==> src/rtl/bcd_pkg.sv <==
// Shared constants, FSM state type and digit-count helper for the sequential binary-to-BCD converter.
package bcd_pkg;

  localparam int BCD_DIGIT_W    = 4;
  localparam int BCD_ADJ_THRESH = 5;

  typedef enum logic [1:0] {
    IDLE  = 2'd0,
    SHIFT = 2'd1,
    DONE  = 2'd2
  } bcd_state_t;

  // Decimal digits needed for the largest unsigned value of the given width, i.e. ceil(width*log10(2)).
  function automatic int bcd_digits_needed(input int width);
    longint unsigned v;
    int n;
    v = (64'd1 << width) - 64'd1;
    n = 1;
    while (v >= 64'd10) begin
      v = v / 64'd10;
      n = n + 1;
    end
    return n;
  endfunction

endpackage

==> src/rtl/bcd_digit_adjust.sv <==
// Double-dabble correction cell: adds 3 to a BCD digit that is 5 or more, so the next shift carries correctly.
// Purely combinational, no handshake.
module bcd_digit_adjust
  import bcd_pkg::*;
(
  input  logic [BCD_DIGIT_W-1:0] digit,
  output logic [BCD_DIGIT_W-1:0] adj
);

  always_comb begin
    adj = digit;
    if (digit >= BCD_DIGIT_W'(BCD_ADJ_THRESH)) begin
      adj = digit + BCD_DIGIT_W'(3);
    end
  end

endmodule

==> src/rtl/seq_bin_to_bcd.sv <==
// Sequential double-dabble binary-to-BCD converter, one input bit per clock, optional sign/magnitude input.
// Result BIN_W+1 cycles after start is accepted; start is ignored while busy, accepted again in the DONE cycle.
module seq_bin_to_bcd
  import bcd_pkg::*;
#(
  parameter int BIN_W  = 16,
  parameter int DIGITS = 5,
  parameter int SIGNED = 1
) (
  input  logic                          clk,
  input  logic                          rst_n,
  input  logic                          start,
  input  logic [BIN_W-1:0]              bin_in,
  output logic                          busy,
  output logic                          done,
  output logic                          sign_out,
  output logic [BCD_DIGIT_W*DIGITS-1:0] bcd_out
);

  localparam int BCD_W = BCD_DIGIT_W * DIGITS;
  localparam int CNT_W = $clog2(BIN_W + 1);

  if ((BIN_W < 2) || (BIN_W > 32)) begin : g_bad_width
    $error("seq_bin_to_bcd: BIN_W=%0d is outside 2..32", BIN_W);
  end

  if (DIGITS < bcd_digits_needed(BIN_W)) begin : g_bad_digits
    $error("seq_bin_to_bcd: DIGITS=%0d too small for BIN_W=%0d (need %0d)",
           DIGITS, BIN_W, bcd_digits_needed(BIN_W));
  end

  bcd_state_t       state_q, state_d;
  logic [BIN_W-1:0] mag_q;
  logic [BCD_W-1:0] scr_q;
  logic [BCD_W-1:0] scr_adj;
  logic [CNT_W-1:0] cnt_q;
  logic             sign_q;

  logic             load;
  logic             shift_en;
  logic             publish;
  logic             load_neg;
  logic [BIN_W-1:0] load_mag;

  for (genvar d = 0; d < DIGITS; d++) begin : g_adj
    bcd_digit_adjust u_adj (
      .digit (scr_q[d*BCD_DIGIT_W +: BCD_DIGIT_W]),
      .adj   (scr_adj[d*BCD_DIGIT_W +: BCD_DIGIT_W])
    );
  end

  // Magnitude stays in BIN_W unsigned bits so the most negative input maps to 2^(BIN_W-1) cleanly.
  always_comb begin
    load_neg = (SIGNED != 0) && bin_in[BIN_W-1];
    load_mag = bin_in;
    if (load_neg) begin
      load_mag = ~bin_in + BIN_W'(1);
    end
  end

  always_comb begin
    state_d  = state_q;
    load     = 1'b0;
    shift_en = 1'b0;
    publish  = 1'b0;
    case (state_q)
      IDLE: begin
        if (start) begin
          state_d = SHIFT;
          load    = 1'b1;
        end
      end
      SHIFT: begin
        shift_en = 1'b1;
        if (cnt_q == CNT_W'(1)) begin
          state_d = DONE;
        end
      end
      DONE: begin
        publish = 1'b1;
        if (start) begin
          state_d = SHIFT;
          load    = 1'b1;
        end else begin
          state_d = IDLE;
        end
      end
      default: state_d = IDLE;
    endcase
  end

  always_ff @(posedge clk or negedge rst_n) begin
    if (!rst_n) begin
      state_q  <= IDLE;
      mag_q    <= '0;
      scr_q    <= '0;
      cnt_q    <= '0;
      sign_q   <= 1'b0;
      busy     <= 1'b0;
      done     <= 1'b0;
      sign_out <= 1'b0;
      bcd_out  <= '0;
    end else begin
      state_q <= state_d;
      busy    <= (state_d == SHIFT);
      done    <= publish;
      // Publish reads the scratch before a back-to-back load overwrites it on the same edge.
      if (publish) begin
        bcd_out  <= scr_q;
        sign_out <= sign_q;
      end
      if (load) begin
        mag_q  <= load_mag;
        sign_q <= load_neg;
        scr_q  <= '0;
        cnt_q  <= CNT_W'(BIN_W);
      end else if (shift_en) begin
        scr_q <= {scr_adj[BCD_W-2:0], mag_q[BIN_W-1]};
        mag_q <= {mag_q[BIN_W-2:0], 1'b0};
        cnt_q <= cnt_q - CNT_W'(1);
      end
    end
  end

  // With enough digits the top digit is at most 4 before any shift, so nothing is lost off the top.
  top_digit_no_carry: assert property (
    @(posedge clk) disable iff (!rst_n) (state_q == SHIFT) |-> !scr_adj[BCD_W-1]
  );

endmodule

==> config.mk <==
export PLATFORM = sky130hd
export DESIGN_NAME = seq_bin_to_bcd
export DESIGN_NICKNAME = d
export VERILOG_FILES = /design/src/rtl/bcd_pkg.sv /design/src/rtl/bcd_digit_adjust.sv /design/src/rtl/seq_bin_to_bcd.sv
export SDC_FILE = /design/constraint.sdc
export NUM_CORES = 1
export LEC_CHECK = 0
export CAP_MARGIN = 20
export CORE_ASPECT_RATIO = 0.6
export CORE_MARGIN = 8
export CORE_UTILIZATION = 60
export DETAILED_ROUTE_END_ITERATION = 12
export GPL_TIMING_DRIVEN = 0
export PLACE_DENSITY = 0.9
export SLEW_MARGIN = 20
export SYNTH_ARGS = -nofsm -noshare
export SYNTH_HDL_FRONTEND = slang
export SYNTH_HIERARCHICAL = 1
export SYNTH_SLANG_ARGS = --single-unit
export TNS_END_PERCENT = 50
==> constraint.sdc <==
create_clock -name clk -period 3.1 [get_ports clk]
set_input_delay 0.62 -clock clk [delete_from_list [all_inputs] [get_ports clk]]
set_output_delay 0.62 -clock clk [all_outputs]
set_load 0.03 [all_outputs]
# Word level (Yosys, flattened, before mapping)
# Index checks and enable logic that the tools add are counted.
# op_classes
n_addsub	7
n_mul	0
div_mod_pow	0
order_cmp	5
n_eq_ne	4
n_shift	0
muxes	20
bitwise_logic	1
n_reduce_logical	3
# op_table
operator	count
two-way mux 16 bit	3
two-way mux 20 bit	2
greater-or-equal comparator 4 x 3 -> 1 bit, second input constant	5
adder 16 x 1 -> 16 bit, second input constant	1
adder 4 x 2 -> 4 bit, second input constant	4
two-way mux 4 bit	4
inverter 16 bit	1
two-way mux 5 bit	2
case mux 2 bit (3 select lines)	1
equality test 5 x 1 -> 1 bit, second input constant	1
two-way mux 1 bit	5
subtractor 5 x 1 -> 5 bit, second input constant	1
equality test 2 x 1 -> 1 bit, second input constant	2
two-way mux 2 bit	2
adder 3 x 2 -> 3 bit, second input constant	1
two-way mux 3 bit	1
equality test 2 bit, second input constant	1
logical NOT 2 bit	1
nonzero test 2 bit	1
OR reduction 2 bit	1
# totals
register_bits	67
latchBits	0
ramBits	0
rom_bits	0
output_inout_bits	23
elab_cells	49
memories	0

# Longest topological paths before layout
# depth
word_depth	4
depth_mapped	6

# Cells and area by module
# The synthesis kept the hierarchy.
# modules_own_cells
module	instances	cells_per_inst	area_each_um2	seq_area_each_um2
seq_bin_to_bcd	1	261	3017.9	1676.6
bcd_digit_adjust	5	16	101.3	0.0

# Least setup slack after synthesis
# OpenSTA, ideal clock, no wires.
# synth_timing
kind	input to register
startpoint	in bin_in[0]
endpoint	reg mag_q[14]
setup_ps	67
arrival_ps	1993
required_time_ps	3033
slack_ps	1040
stages	6
n_path_buf	0
path_cell_list	inv_1 > ha_1 > or4b_2 > nor4_2 > mux2i_1 > o311a_1
# synth_via
elab_chain_cells	4
# synth_lines
element	line	source
from (decl)	seq_bin_to_bcd.sv:13	input logic [BIN_W-1:0] bin_in,
inverter 16 bit	seq_bin_to_bcd.sv:57	load_mag = ~bin_in + BIN_W'(1);
adder 16 x 1 -> 16 bit	seq_bin_to_bcd.sv:57	
two-way mux 16 bit	seq_bin_to_bcd.sv:56	if (load_neg) begin
two-way mux 16 bit	seq_bin_to_bcd.sv:112	if (load) begin
to (signal assigned)	seq_bin_to_bcd.sv:113	mag_q <= load_mag;
to (signal assigned)	seq_bin_to_bcd.sv:119	mag_q <= {mag_q[BIN_W-2:0], 1'b0};
to (decl)	seq_bin_to_bcd.sv:33	logic [BIN_W-1:0] mag_q;
# No other way between the ends.
# A chain may end at the register's enable or synchronous reset.

# Worst setup path after layout
# Ends and elaborated chain as after synthesis.

==> metrics.txt <==
Vias/cell=5.73; initial drt markers=174; vias in the first global route=around 2,700; kind of critical path=in2reg; initial antenna violation count=0; outcome=completed; Num Clock Sinks=67; # setup viols final=0; Worst R2R Start=state_q[0]; GP Congestion=0.818; clock slew at reported path FFs=0.06 ns; Mapped Nets=369; Diodes inserted=0; nets=between 400 and 500; Worst Max-Slew Pin Slew=0.682 ns; HPWL after DPL=5.71 mm; most frequent cells in the layout=dfrtp_1, nand2_1, clkdlybuf4s50_1; Syn Inst Count=between 300 and 400; Cell Area, Synth=0.00350 mm^2; slew margin rel.=0.545; Worst VDD drop=0.554 mV; most common cell after layout, fill and taps aside=dfrtp_1; Worst-Skew Late Latency=0.34 ns; DP Cell Count=459; grt ovf=0; die height=75.2 um; CTS Buffer Depth=2; Post-Layout Cell Count=473; die width=115 um; fmax=0.423 GHz; filler cell count in the final layout=between 300 and 400; unrepaired setup endpoints after global routing=false; Avg Inst Size Synth=between 10 and 15 um^2; Worst EP arrival=roughly 2.6 ns; IO buf count=41; Post-CTS Repair Setup Buffers=0; Final Power=4100 uW; core area=0.00560 mm^2; Finished Cell Area=roughly 0.0042 mm^2; CTS tree=yes; crit share post-route=0.762; Cell Rows=21; largest net degree at the start of global routing=51; Post-DRT Antenna Nets=0; multi-input logic area=0.00169 mm^2; CP max-delay cell=or4b_2; flip-flop and latch area=0.00168 mm^2; gr usage total=0.192; crit-path cells=clkdlybuf4s50_1, inv_1, ha_1, or4b_2, nor4_2, mux2i_1, o311a_1; H-tree levels=3; final-report hold violation count=0; Hold WC Path Type=in2async; Pwr Density=976 mW/mm^2; minimum clock period=2.36 ns; initial core utilization=0.626; DRT Pass-1 Iters=4; Synth-to-Final Area Change=20.0%; CTS Root Cell=clkbuf_8; Hold Buf Count CTS=0; Critical Path Source Type=input pin; Worst Setup End Kind=flip-flop; routed vias=2,711; critical path data required time=3.38 ns; crit-path max FO=5; register-to-register setup slack=1.20 ns; Routed WL per cell=16.2 um; Synth Warn #=6; pins over their slew limit=0; r2r worst-path depth=5; crit-path max cell delay=0.63 ns; max-cap viol count=0; CTS Buf Count=9; Worst Hold Slack=0.145 ns; die area=0.00862 mm^2; Post-DP Area=~0.0040 mm^2; Clock Skew=0.00551 ns; drt drc=0; Post-Route WL=7.67 mm; Ports=42; layout cells sized above 1=0.130; cell leakage power=between 0.0015 and 0.002 uW; r2r endpoint=mag_q[1]; Post-CTS Resized=0; first-pass GRT wire length=between 10 and 15 mm
## where the power goes
part,total (uW),switching (uW),internal [uW]
Combinational,1920,1030,895
Clock,620,300,320
Sequential,1560,316,1240
## sequential cells by signal, indices dropped and copies added (netlist names)
| name | cells |
|---|---|
| bcd_out | 20 |
| busy | 1 |
| cnt_q | 5 |
| done | 1 |
| mag_q | 16 |
| scr_q | 20 |
| sign_out | 1 |
| sign_q | 1 |
| state_q | 2 |
## area by class of cell
type                            count  share of cell area
Timing Repair Buffer               42               0.104
Tap cell                           80              0.0238
Clock buffer                       11              0.0360
Buffer                             18              0.0178
Clock inverter                      3             0.00357
Sequential cell                    67               0.399
Inverter                           17              0.0152
Multi-Input combinational cell    235               0.402
## how the worst max path moves through the flow
| stage | endpoint | startpoint | cells past startpoint |
|---|---|---|---|
| final | mag_q[14] | bin_in[0] | 7 |
| after global routing | mag_q[14] | bin_in[0] | 7 |
| after CTS | mag_q[14] | bin_in[0] | 7 |
| after detailed placement | mag_q[14] | bin_in[0] | 7 |
| after global placement | mag_q[11] | rst_n | 1 |
| after floorplan | mag_q[14] | bin_in[0] | 6 |
## metal layers
layer,vias to the layer above,global-route usage,wire [um]
met2,82,0.303,3580
met4,0,0.0673,65
met5,-,0,0
met3,10,0.0689,607
met1,1336,0.240,3410
li1,1283,-,-
## through the flow
step / util / setup TNS, ns / worst slack [ns]
floorplan: - / 0 / 1.04
global placement: 0.717 / -47.98 / -0.720
detailed placement: 0.722 / 0 / 0.347
CTS: 0.752 / 0 / 0.771
global route: 0.752 / 0 / 0.717
finish: 0.752 / 0 / 0.738
## worst max-delay path, delay by kind of cell
family | cells | cell delay [ns]
adder cells (fa/ha/maj) | 1 | 0.24
AO/OA/AOI/OAI | 1 | 0.19
multiplexers | 1 | 0.23
buffers and inverters | 2 | 0.54
AND/OR/NAND/NOR | 2 | 0.81
Note: power is estimated with default switching activity, not from simulation.
